`config.mk`:
```
export PLATFORM = sky130hd
export DESIGN_NAME = vmem_arbiter
export DESIGN_NICKNAME = d
export VERILOG_FILES = /design/src/rtl/vmem_arb_pkg.sv /design/src/rtl/vmem_wr_fifo.sv /design/src/rtl/vmem_arbiter.sv
export SDC_FILE = /design/constraint.sdc
export NUM_CORES = 1
export LEC_CHECK = 0
export BUFFER_PORTS_ARGS = -buffer_cell sky130_fd_sc_hd__buf_4
export CAP_MARGIN = 20
export CORE_ASPECT_RATIO = 0.75
export CORE_MARGIN = 2
export CORE_UTILIZATION = 33
export CTS_CLUSTER_SIZE = 20
export DETAILED_ROUTE_END_ITERATION = 12
export PLACE_DENSITY = 0.63
export SLEW_MARGIN = 20
export SYNTH_ARGS = -nofsm -noshare
export SYNTH_HDL_FRONTEND = slang
export SYNTH_HIERARCHICAL = 1
export SYNTH_SLANG_ARGS = --single-unit
```
`constraint.sdc`:
```
create_clock -name clk -period 5.1 [get_ports clk]
set_clock_uncertainty 0.1 [all_clocks]
set_input_delay 0.51 -clock clk [delete_from_list [all_inputs] [get_ports clk]]
set_output_delay 0.51 -clock clk [all_outputs]
set_load 0.005 [all_outputs]
```
`src/rtl/vmem_arb_pkg.sv`:
```
// Shared types and constants for the video-memory arbiter and its write buffer.
package vmem_arb_pkg;

  localparam int ARB_H_W        = 10;
  localparam int ARB_V_W        = 9;
  localparam int ARB_DATA_W     = 24;
  localparam int ARB_FIFO_DEPTH = 4;
  localparam int STALL_CNT_W    = 16;

  typedef enum logic [1:0] {
    IDLE,
    PEND,
    WRITE
  } arb_state_e;

  typedef struct packed {
    logic [ARB_H_W-1:0]    h;
    logic [ARB_V_W-1:0]    v;
    logic [ARB_DATA_W-1:0] data;
  } wr_entry_t;

endpackage

```
`src/rtl/vmem_wr_fifo.sv`:
```
// Small synchronous write buffer for the arbiter.
// Supports push, pop and flush. A push is also taken while full if a pop happens in the same cycle.
// Pointers wrap naturally because DEPTH is a power of two.
module vmem_wr_fifo #(
  parameter  int WIDTH = 43,
  parameter  int DEPTH = 4,
  localparam int AW    = $clog2(DEPTH),
  localparam int LW    = AW + 1
) (
  input  logic             clk,
  input  logic             resetn,
  input  logic             push,
  input  logic             pop,
  input  logic             flush,
  input  logic [WIDTH-1:0] din,
  output logic [WIDTH-1:0] dout,
  output logic             full,
  output logic             empty,
  output logic [LW-1:0]    level
);

  logic [WIDTH-1:0] mem [DEPTH];
  logic [AW-1:0]    wr_ptr;
  logic [AW-1:0]    rd_ptr;
  logic             do_push;
  logic             do_pop;

  assign full    = (level == LW'(DEPTH));
  assign empty   = (level == '0);
  assign do_pop  = pop && !empty;
  assign do_push = push && (!full || do_pop);
  assign dout    = mem[rd_ptr];

  // Pointer and occupancy bookkeeping; flush returns to the empty state.
  always_ff @(posedge clk or negedge resetn) begin
    if (!resetn) begin
      wr_ptr <= '0;
      rd_ptr <= '0;
      level  <= '0;
    end else if (flush) begin
      wr_ptr <= '0;
      rd_ptr <= '0;
      level  <= '0;
    end else begin
      if (do_push) wr_ptr <= wr_ptr + 1'b1;
      if (do_pop)  rd_ptr <= rd_ptr + 1'b1;
      level <= level + LW'(do_push) - LW'(do_pop);
    end
  end

  // Storage array; contents need no reset because occupancy tracks validity.
  always_ff @(posedge clk) begin
    if (do_push && !flush) mem[wr_ptr] <= din;
  end

endmodule

```
`src/rtl/vmem_arbiter.sv`:
```
// Video-memory port arbiter.
// Display reads always own the port. Buffered pixel writes drain only in cycles where the display is idle.
// Optional build macro VMEM_ARB_VBLANK_ONLY_EN restricts writes to the vertical blank that follows a vsync falling edge.
module vmem_arbiter
  import vmem_arb_pkg::*;
#(
  parameter int H_W        = ARB_H_W,
  parameter int V_W        = ARB_V_W,
  parameter int DATA_W     = ARB_DATA_W,
  parameter int FIFO_DEPTH = ARB_FIFO_DEPTH
) (
  input  logic                         clk,
  input  logic                         resetn,
  input  logic                         disp_valid,
  input  logic [H_W-1:0]               disp_h_addr,
  input  logic [V_W-1:0]               disp_v_addr,
  input  logic                         vsync,
  input  logic                         wr_valid,
  output logic                         wr_ready,
  input  logic [H_W-1:0]               wr_h_addr,
  input  logic [V_W-1:0]               wr_v_addr,
  input  logic [DATA_W-1:0]            wr_data,
  input  logic                         flush,
  output logic [H_W+V_W-1:0]           mem_addr,
  output logic                         mem_we,
  output logic [DATA_W-1:0]            mem_wdata,
  output logic [$clog2(FIFO_DEPTH):0]  fifo_level,
  output logic [STALL_CNT_W-1:0]       stall_cnt
);

  localparam int ENT_W = H_W + V_W + DATA_W;

  logic [ENT_W-1:0] wr_entry;
  logic [ENT_W-1:0] head;
  logic             full;
  logic             empty;
  logic             push;
  logic             grant;
  logic             blank_ok;
  arb_state_e       state;

  assign wr_entry = {wr_h_addr, wr_v_addr, wr_data};
  assign wr_ready = !full;
  assign push     = wr_valid && !full && !flush;

  vmem_wr_fifo #(
    .WIDTH (ENT_W),
    .DEPTH (FIFO_DEPTH)
  ) u_fifo (
    .clk    (clk),
    .resetn (resetn),
    .push   (push),
    .pop    (grant),
    .flush  (flush),
    .din    (wr_entry),
    .dout   (head),
    .full   (full),
    .empty  (empty),
    .level  (fifo_level)
  );

`ifdef VMEM_ARB_VBLANK_ONLY_EN
  logic vsync_q;
  logic vblank_ok;

  // Open the write window on a vsync falling edge; close it on the next active display read.
  always_ff @(posedge clk or negedge resetn) begin
    if (!resetn) begin
      vsync_q   <= 1'b1;
      vblank_ok <= 1'b0;
    end else begin
      vsync_q <= vsync;
      if (vsync_q && !vsync)
        vblank_ok <= 1'b1;
      else if (disp_valid)
        vblank_ok <= 1'b0;
    end
  end

  assign blank_ok = vblank_ok;
`else
  logic unused_vsync;
  assign unused_vsync = vsync;
  assign blank_ok     = 1'b1;
`endif

  assign grant     = !disp_valid && !empty && !flush && blank_ok;
  assign mem_we    = grant;
  assign mem_addr  = disp_valid ? {disp_h_addr, disp_v_addr} : head[ENT_W-1:DATA_W];
  assign mem_wdata = head[DATA_W-1:0];

  // Classify the current cycle: nothing buffered, writing, or waiting on the display.
  always_comb begin
    state = IDLE;
    if (grant)
      state = WRITE;
    else if (!empty)
      state = PEND;
  end

  // Saturating count of cycles where buffered data could not be written.
  always_ff @(posedge clk or negedge resetn) begin
    if (!resetn)
      stall_cnt <= '0;
    else if (state == PEND && stall_cnt != '1)
      stall_cnt <= stall_cnt + 1'b1;
  end

endmodule

```
# Word-level counts from Yosys, hierarchy flattened
# Memories as Yosys holds them, arrays and structs flattened.
# Cells that the tools add are included.
# totals
elab_cells	39
ram_bits	172
inputBits	68
mem_count	1
regBits	23
# mem_list
memory	depth	width	read_ports	rd_clocked_by_memory_dff	write_ports	line_no	text
u_fifo.mem	4	43	1	0	1	vmem_wr_fifo.sv:22	logic [WIDTH-1:0] mem [DEPTH];
# op_classes
eq_ne	3
reduce_logical	16
addsub	5
n_mux	10
# ops
cell	n
19-bit 2-to-1 mux	1
16-bit by 1-bit adder with 16-bit output (second input constant)	1
16-bit inequality test (second input constant)	1
2-bit 2-to-1 mux	5
1-bit logical AND	8
2-bit by 1-bit adder with 2-bit output (second input constant)	2
1-bit zero test	4
2-bit nonzero test	2
3-bit by 1-bit adder with 3-bit output	1
3-bit == test (second input constant)	1
3-bit zero test	1
1-bit 2-to-1 mux	3
3-bit 2-to-1 mux	1
3-bit by 1-bit subtractor with 3-bit output	1
2-bit by 1-bit == test with 1-bit output (second input constant)	1
1-bit logical OR	1

# Longest topological paths before layout
# Gate-level depths: netlist of the first run.
# logic_depth
word_depth	10
depth_mapped	10

# By module
# The synthesis of the first run kept the hierarchy.
# modules_own_cells
module	instances	area_per_inst_um2	cells_each	seq_area_each_um2
vmem_wr_fifo	1	6698.9	270	5340.1
vmem_arbiter	1	1034.7	95	400.4

# Worst setup path after synthesis of the first run
# Ideal clock, no wire load.
# synth_timing
kind	input-to-reg
startpoint	input disp_valid
endpoint	memory u_fifo.mem[0][0], enable pin
path_stages	5
t_arrival_ns	2.697
t_required_ns	4.595
setup_slack_ns	1.898
cell_sequence	clkbuf_1 -> nor3_1 -> nor4b_4 -> nor3b_1 -> and2_1
# synth_via
elab_chain_len	9
# synth_rtl
item	line_no	text
start: declaration	vmem_arbiter.sv:14	input logic disp_valid,
1-bit zero test	vmem_arbiter.sv:87	assign grant = !disp_valid && !empty && !flush && blank_ok;
1-bit logical AND (2 in series)	vmem_arbiter.sv:87	
via mem_we	vmem_arbiter.sv:25	output logic mem_we,
1-bit logical AND	vmem_wr_fifo.sv:30	assign do_pop = pop && !empty;
1-bit logical OR	vmem_wr_fifo.sv:31	assign do_push = push && (!full || do_pop);
1-bit logical AND	vmem_wr_fifo.sv:31	
1-bit logical AND	vmem_wr_fifo.sv:53	if (do_push && !flush) mem[wr_ptr] <= din;
1-bit 2-to-1 mux	vmem_wr_fifo.sv:53	
1-bit 2-to-1 mux (implied by the code)	vmem_wr_fifo.sv:53	
end: declaration	vmem_wr_fifo.sv:22	
# The timed path passes the listed nets, and every way through them passes these cells.

# Final worst setup path of the first run
# layout_timing
startpoint	register u_fifo.level[1]
endpoint	memory u_fifo.mem[3][33], enable pin
# layout_via
elab_chain_len	10
word_cells_on_any_way	14
classes_between	eq/ne: 1; mux: 2; reduce/logical: 11
# layout_rtl
item	line_no	text
start: declaration	vmem_wr_fifo.sv:19	output logic [LW-1:0] level
start signal: assignment	vmem_wr_fifo.sv:47	level <= level + LW'(do_push) - LW'(do_pop);
3-bit zero test (*)	vmem_wr_fifo.sv:29	assign empty = (level == '0);
via empty	vmem_arbiter.sv:36	logic empty;
1-bit zero test (*)	vmem_wr_fifo.sv:30, vmem_arbiter.sv:87	
1-bit logical AND (2 in series)	vmem_arbiter.sv:87	
1-bit logical AND (*)	vmem_wr_fifo.sv:30	
1-bit logical OR (*)	vmem_wr_fifo.sv:31	
1-bit logical AND (*)	vmem_wr_fifo.sv:31	
1-bit logical AND (*)	vmem_wr_fifo.sv:53	
1-bit 2-to-1 mux (*)	vmem_wr_fifo.sv:53	
1-bit 2-to-1 mux (implied by the code) (*)	vmem_wr_fifo.sv:53	
# Mark *: on every way through the listed nets, which the timed path passes. The rest lies on a longest branch.

==> metrics.cfg, run 1 <==
[global_route]
grt_max_degree = 46
grt_usage_pct = 12.1
antenna_found_initial = 0
grt_pass1_vias = 3967
grt_pass1_wl_um = 22200
grt-ovfl-total = 0

[synthesis]
synth_common_cells = 172 x edfxtp_1, 43 x mux4_2, 23 x dfrtp_1
synth_edf_count = 172
syn_inst = 365
synthesis.area_um2 = 7730
synth_area_leaders = edfxtp_1 67%, mux4_2 13%, dfrtp_1 7.4%, mux2_2 2.8%, xor2_1 1.8%
seq_area_frac_synth_pct = 74.2
synthFlopType = edfxtp_1
synthDistinctLibCells = 39
yosysTopAreaCellShare_pct = 66.8
yosysWarnings = 6
async_flop_share_pct = 11.8
synth_largest_area_cell = edfxtp_1
ys_seq_elements = 195
synth_fp_nets = 440
synthMostInstantiatedCell = edfxtp_1
synth_area_per_cell_um2 = 21.2

[clock_network]
cts_max_level = 4
cts_setup_buffers = 0
cts_made_buffers = 17
cts-root-buf = clkbuf_16
clk_path_buf_depth = 2
tritoncts = done
clkTransAtPathRegs_ns = 0.07
clk_latency_ns = 0.42
clkSinkCount = 195

[hold_path]
worstHoldStart = wr_data[5]
min_path_cells = 1
worst_hold_path_type = input port to flip-flop
min_to = u_fifo/mem[3][5]$_DFFE_PP_

[critical_path]
r2r.worst_path.cells = 6
critPathMaxFanout = 27
cpMostUsedCell = nor3_1
r2r_end = u_fifo/mem[3][33]$_DFFE_PP_
crit_type = flip-flop to flip-flop
cp-start-kind = flip-flop
critPathMaxStageDelay_ns = 0.77
cp_slowest_cell = and2_2
rr_startpoint = u_fifo/level[1]$_DFF_PN0_
crit_required_ns = 5.10
cp_cell_sequence = nor3_1, nor3_1, nor4b_4, nor3b_1, and2_2, buf_4
endpoint_kind = flip-flop
critPathArrivalTime_ns = 3.32
r2r_slack_ns = 1.78

[die]
start_util_pct = 33.6
dieArea_um2 = 24700
rows = 48
coreArea_um2 = 23000
ios = 132
die_y_um = 137
dieWidth_um = 181

[layout]
postLayoutCoreUtil_pct = 41.6
final_cells = 818
fill_cells = 2027
drive_gt1_share_pct = 46.3
n_antenna_cell = 0
syn_to_final_growth_pct = 23.8
layout.nets = 581

[timing]
setup_viol = 0
rsz0062_at_grt = false
final_max_slew_viol_count = 0
period_needed_ns = 3.32
fmaxAchievable_mhz = 301
timing.final.crit_share_pct = 65.1
slew_headroom_pct = 37.4
fin_setup_tns_ns = 0
finalHoldViolCount = 0
worst_slew_pin_slew_ns = 0.940

[route]
via_count = 3859
routedWlPerCell_um = 17.8
routed_via_density = 4.72
wl_um = 14500
drc = 0
firstDrtPassIters = 4
ant_nets = 0
drtIter0Drc = 208

[power]
p_total_mw = 3.72
ir_drop_mv = 0.193
p_leak_nw = 3.31
cellPowerDensity_nw_per_um2 = 388

[placement]
dp_cells = 786
numPortBuffers = 130
dp_hpwl_um = 9150
gp_congestion = 0.786

[run]
drv_cap = 0

[status]
status = completed

-- worst max path at each step --
stage,startpoint,to,slack (ns),depth (start not counted)
floorplan,disp_valid,u_fifo/mem[0][0]$_DFFE_PP_,1.90,5
global placement,disp_valid,u_fifo/mem[3][38]$_DFFE_PP_,1.80,6
detailed placement,disp_valid,u_fifo/mem[1][38]$_DFFE_PP_,1.72,6
CTS,u_fifo/level[1]$_DFF_PN0_,u_fifo/mem[1][35]$_DFFE_PP_,1.76,6
global route,u_fifo/level[1]$_DFF_PN0_,u_fifo/mem[2][33]$_DFFE_PP_,1.47,6
finish,u_fifo/level[1]$_DFF_PN0_,u_fifo/mem[3][33]$_DFFE_PP_,1.78,6
-- cells by family (layout without fill, tap and decap cells) --
group	count (synthesis)	count (layout)	share of synthesized area (%)
flops	195	195	74.2
mux	65	65	15.8
simple gates	56	56	4.66
xor+xnor	18	18	2.04
buf+inv	18	171	1.44
fa+ha+maj	7	7	1.23
compound gates	6	6	0.599
-- power by group --
group | switching (mW) | internal, mW
clock | 0.582 | 0.630
sequential | 0.125 | 1.84
combinational | 0.224 | 0.313
total | 0.931 | 2.79
-- state kept, by name, indices dropped and copies added, names as in the netlist --
name           flops
u_fifo/mem       172
stall_cnt         16
u_fifo/wr_ptr      2
u_fifo/rd_ptr      2
u_fifo/level       3
-- through the flow --
stage | hold WS, ns | cell area (µm²) | worst slack, ns
after floorplan | 0.114 | 7730 | 1.90
after global placement | 0.317 | 9040 | 1.80
after detailed placement | 0.327 | 9040 | 1.72
after CTS | 0.155 | 9580 | 1.76
after global routing | 0.155 | 9580 | 1.47
final | 0.177 | 9580 | 1.78
-- routing by layer --
metal  track usage, %  wire length (µm)  up-vias  share of wire (%)
li1                 -                 -     1757                  -
met1             15.5              6330     1972                 44
met2             19.7              7160      118                 49
met3             3.94               893       12                6.1
met4             3.49               152        0                1.0
met5                0                 0        -                  0
-- final cells by class --
type	instances	area, µm²	area share (%)
Clock buffer	18	429	4.48
Clock inverter	13	100	1.05
Inverter	4	15.0	0.157
Multi-Input combinational cell	152	1890	19.7
Sequential cell	195	5750	60.0
Tap cell	300	375	3.92
Timing Repair Buffer	136	1020	10.7
-- critical path, delay by kind of cell, from the launching register on --
family | cells | cell delay (ns)
AND/OR/NAND/NOR | 5 | 1.91
flip-flops | 1 | 0.55
buffers and inverters | 1 | 0.41
-- repair_timing --
item	4_1_cts	5_1_grt
resized for setup	0	0
hold buffers	1	0
endpoints found under the hold margin	23	0
-- layout by cell type, fill, tap and decap left out, drive strengths merged, types with 4 or more instances in the layout --
master / instances
edfxtp: 172
buf: 135
mux4: 43
dfrtp: 23
mux2: 21
clkbuf: 18
xor2: 16
inv: 10
nor2: 9
nor3: 8
nand2: 7
ha: 6
nor4: 6
nand4: 5
and2: 5
clkinv: 5
nor3b: 4
Note: power is estimated with default switching activity, not from simulation.
==> inputs of run 2 (changes only) <==
--- a/config.mk
+++ b/config.mk
@@ -5,6 +5,7 @@
 export SDC_FILE = /design/constraint.sdc
 export NUM_CORES = 1
 export LEC_CHECK = 0
+export ABC_AREA = 1
 export BUFFER_PORTS_ARGS = -buffer_cell sky130_fd_sc_hd__buf_4
 export CAP_MARGIN = 20
 export CORE_ASPECT_RATIO = 0.75
@@ -12,7 +13,7 @@
 export CORE_UTILIZATION = 33
 export CTS_CLUSTER_SIZE = 20
 export DETAILED_ROUTE_END_ITERATION = 12
-export PLACE_DENSITY = 0.63
+export PLACE_DENSITY = 0.64
 export SLEW_MARGIN = 20
 export SYNTH_ARGS = -nofsm -noshare
 export SYNTH_HDL_FRONTEND = slang
==> constraint.sdc (replaced) <==
create_clock -name clk -period 2.8 [get_ports clk]
set_clock_uncertainty 0.1 [all_clocks]
set_input_delay 0.28 -clock clk [delete_from_list [all_inputs] [get_ports clk]]
set_output_delay 0.28 -clock clk [all_outputs]
set_load 0.005 [all_outputs]
==> run 2 against run 1 <==
Final cell count rose by 47%. Critical path type is now flip-flop to output pin. Combinational power rose by 120%. Synthesized cell count rose by 88%. Sequential power rose by 74%. Utilization rose by 2.2 points.
==> metrics.cfg, run 2 <==
[status]
status = completed

[synthesis]
synth_fp_nets = 763  ; +73%
synth_area_per_cell_um2 = 11.9  ; -44%
async_flop_share_pct = 11.8  ; unchanged
syn_inst = 688  ; +88%
seq_area_frac_synth_pct = 70.2  ; -4.1 points
synth_edf_count = 172  ; unchanged
yosysWarnings = 6  ; unchanged
synthMostInstantiatedCell = edfxtp_1
synthesis.area_um2 = 8180  ; +5.8%
synth_largest_area_cell = edfxtp_1
synth_area_leaders = edfxtp_1 63%, dfrtp_1 7.0%, nand2_1 5.9%, o21ai_0 5.4%, nor2_1 5.0%
synth_common_cells = 172 x edfxtp_1, 129 x nand2_1, 110 x nor2_1
synthFlopType = edfxtp_1
yosysTopAreaCellShare_pct = 63.1  ; -3.7 points
synthDistinctLibCells = 33  ; -15%
ys_seq_elements = 195  ; unchanged

[timing]
timing.final.crit_share_pct = 91.3
slew_headroom_pct = 55.4  ; +18 points
rsz0062_at_grt = false
worst_slew_pin_slew_ns = 0.668  ; -0.271 ns
hold_ws_ns = 0.183  ; +0.00622 ns
finalHoldViolCount = 0  ; unchanged
fin_setup_tns_ns = 0  ; unchanged
period_needed_ns = 2.56
fmaxAchievable_mhz = 391
fin_ws_ns = 0.243  ; -1.54 ns
setup_viol = 0  ; unchanged
final_max_slew_viol_count = 0  ; unchanged

[route]
wl_um = 18600  ; +28%
routedWlPerCell_um = 15.4  ; -13%
ant_nets = 0  ; unchanged
via_count = 5622  ; +46%
routed_via_density = 4.67  ; -1.0%
drc = 0  ; unchanged
firstDrtPassIters = 4  ; unchanged
drtIter0Drc = 361  ; +74%

[critical_path]
crit_buf_inv = 2  ; +1
cp_cell_sequence = inv_6, o21ai_0, o22ai_1, nand2_1, nand2_1, buf_4
cp_slowest_cell = dfrtp_4
cp-start-kind = flip-flop
crit_type = flip-flop to output pin
cpMostUsedCell = nand2_1
endpoint_kind = output pin
critPathMaxStageDelay_ns = 0.51  ; -0.26 ns
crit_required_ns = 2.42  ; -2.68 ns
cp_top_family = buffers and inverters
critPathMaxFanout = 87  ; +220%
critPathArrivalTime_ns = 2.18  ; -1.14 ns

[layout]
n_antenna_cell = 0  ; unchanged
final_cells = 1204  ; +47%
layout.nets = 935  ; +61%
top_register = u_fifo/mem
syn_to_final_growth_pct = 29.5
design_area_um2 = 10600  ; +11%
layout_commonest_cell = edfxtp_1
reg_top3 = u_fifo/mem: 172 flops, stall_cnt: 16 flops, u_fifo/level: 3 flops
drive_gt1_share_pct = 23.1  ; -23 points
most-common-layout-cells = 172 x edfxtp_1, 136 x buf_4, 129 x nand2_1, 106 x nor2_1, 89 x o21ai_0
fill_cells = 2269  ; +12%
postLayoutCoreUtil_pct = 43.9  ; +2.2 points
largest_reg_flops = 172  ; unchanged

[placement]
numPortBuffers = 130  ; unchanged
dp_slack_ns = 0.291  ; -1.42 ns
place_area_um2 = 9540  ; +5.6%
dp_hpwl_um = 10800  ; +18%
gp_congestion = 0.808  ; +2.8%
dp_cells = 1127  ; +43%

[power]
ir_drop_mv = 0.415  ; +110%
p_total_mw = 7.02  ; +89%
p_leak_nw = 4.00  ; +21%
cellPowerDensity_nw_per_um2 = 663  ; +71%

[hold_path]
worst_hold_path_type = input port to flip-flop

[global_route]
grt_pass1_vias = 5417  ; +37%
grt-ovfl-total = 0  ; unchanged
gr-usage-met3_pct = 2.99  ; -0.95 points
grt_use_met2_pct = 23.7  ; +4.0 points
grt_use_met1_pct = 20.5  ; +5.0 points
grt_max_degree = 90  ; +96%
busiest_layer = met2
grt_usage_pct = 14.8  ; +2.7 points
antenna_found_initial = 0  ; unchanged
grt_pass1_wl_um = 29400  ; +32%

[die]
dieArea_um2 = 26100  ; +5.7%
die_y_um = 140  ; +2.8%
start_util_pct = 33.9  ; +0.25 points
dieWidth_um = 186  ; +2.8%
ios = 132  ; unchanged
rows = 49  ; +2.1%
coreArea_um2 = 24200  ; +5.0%

[clock_network]
cts_max_level = 4  ; unchanged
cts-root-buf = clkbuf_16
clk_path_buf_depth = 2  ; unchanged
cts_made_buffers = 17  ; unchanged
tritoncts = done
clkTransAtPathRegs_ns = 0.08  ; about the same
clk_latency_ns = 0.43  ; about the same
ctsResizeCount = 0  ; unchanged
clkSinkCount = 195  ; unchanged

[run]
drv_cap = 0  ; unchanged

==> run 2: cell types whose count changed in the layout (fill, tap and decap cells not counted), moves of 10 or more <==
cell | previous run | this run
nand2_1 | 7 | 129
nor2_1 | 8 | 106
o21ai_0 | 2 | 89
dlygate4sd3_1 | 1 | 45
mux4_2 | 43 | 0
o22ai_1 | 0 | 41
inv_1 | 4 | 27
mux2_2 | 19 | 0
xor2_1 | 16 | 3
nand3_1 | 2 | 13
nor2_4 | 0 | 10
==> run 2: area by class of cell <==
cell class | instances | area (µm²) | share of cell area [%]
Inverter | 30 | 118 | 1.11
Clock buffer | 17 | 425 | 4.02
Tap cell | 331 | 414 | 3.91
Timing Repair Buffer | 186 | 1570 | 14.8
Clock inverter | 15 | 179 | 1.69
Sequential cell | 195 | 5750 | 54.2
Multi-Input combinational cell | 430 | 2140 | 20.2
==> run 2: worst register-to-register path: stages (launching register included) <==
cell and delay (ns):
dfrtp_1 0.45, nor2_1 0.09, nand2_1 0.12, inv_1 0.07, nor3_1 0.23, inv_1 0.07
nand3_1 0.16, nand3_1 0.33, nor2_4 0.22, buf_12 0.29
==> run 2: final timing paths <==
path | startpoint | end | slack [ns] | cells past startpoint
min in group asynchronous | resetn | u_fifo/level[1]$_DFF_PN0_ | 0.19 | 2
min reg2reg | stall_cnt[8]$_DFFE_PN0P_ | stall_cnt[8]$_DFFE_PN0P_ | 0.47 | 1
max | u_fifo/rd_ptr[0]$_DFFE_PN0P_ | mem_addr[9] | 0.24 | 6
min | disp_valid | u_fifo/rd_ptr[1]$_DFFE_PN0P_ | 0.18 | 5
max in group asynchronous | resetn | u_fifo/rd_ptr[0]$_DFFE_PN0P_ | 2.14 | 2
max reg2reg | u_fifo/level[1]$_DFF_PN0_ | u_fifo/mem[0][23]$_DFFE_PP_ | 0.30 | 9
==> run 2: what timing repair did <==
action,in CTS,in global routing
hold endpoints to repair,197,0
hold buffers,45,0
buffers inserted,0,0
==> run 2: kinds of logic after synthesis <==
family | count (synthesis) | synth area share (%)
xor gates and xnor gates | 7 | 0.749
buffers and inverters | 63 | 4.07
AOI/OAI and AO/OA | 140 | 9.86
adders and majority gates | 7 | 1.16
and+or+nand+nor | 276 | 14.0
DFF | 195 | 70.2
==> run 2: routing by layer <==
layer  routed length [µm]  share of wire, %
met1                 8680                47
met2                 8690                47
met3                 1060               5.7
met4                  163              0.88
met5                    0                 0
==> run 2: where the power goes <==
| part | internal [mW] | leakage, nW | switching (mW) | total [mW] |
|---|---|---|---|---|
| combinational | 0.522 | 1.85 | 0.665 | 1.19 |
| clock | 1.21 | 0.291 | 1.20 | 2.41 |
| sequential | 3.32 | 1.86 | 0.106 | 3.42 |
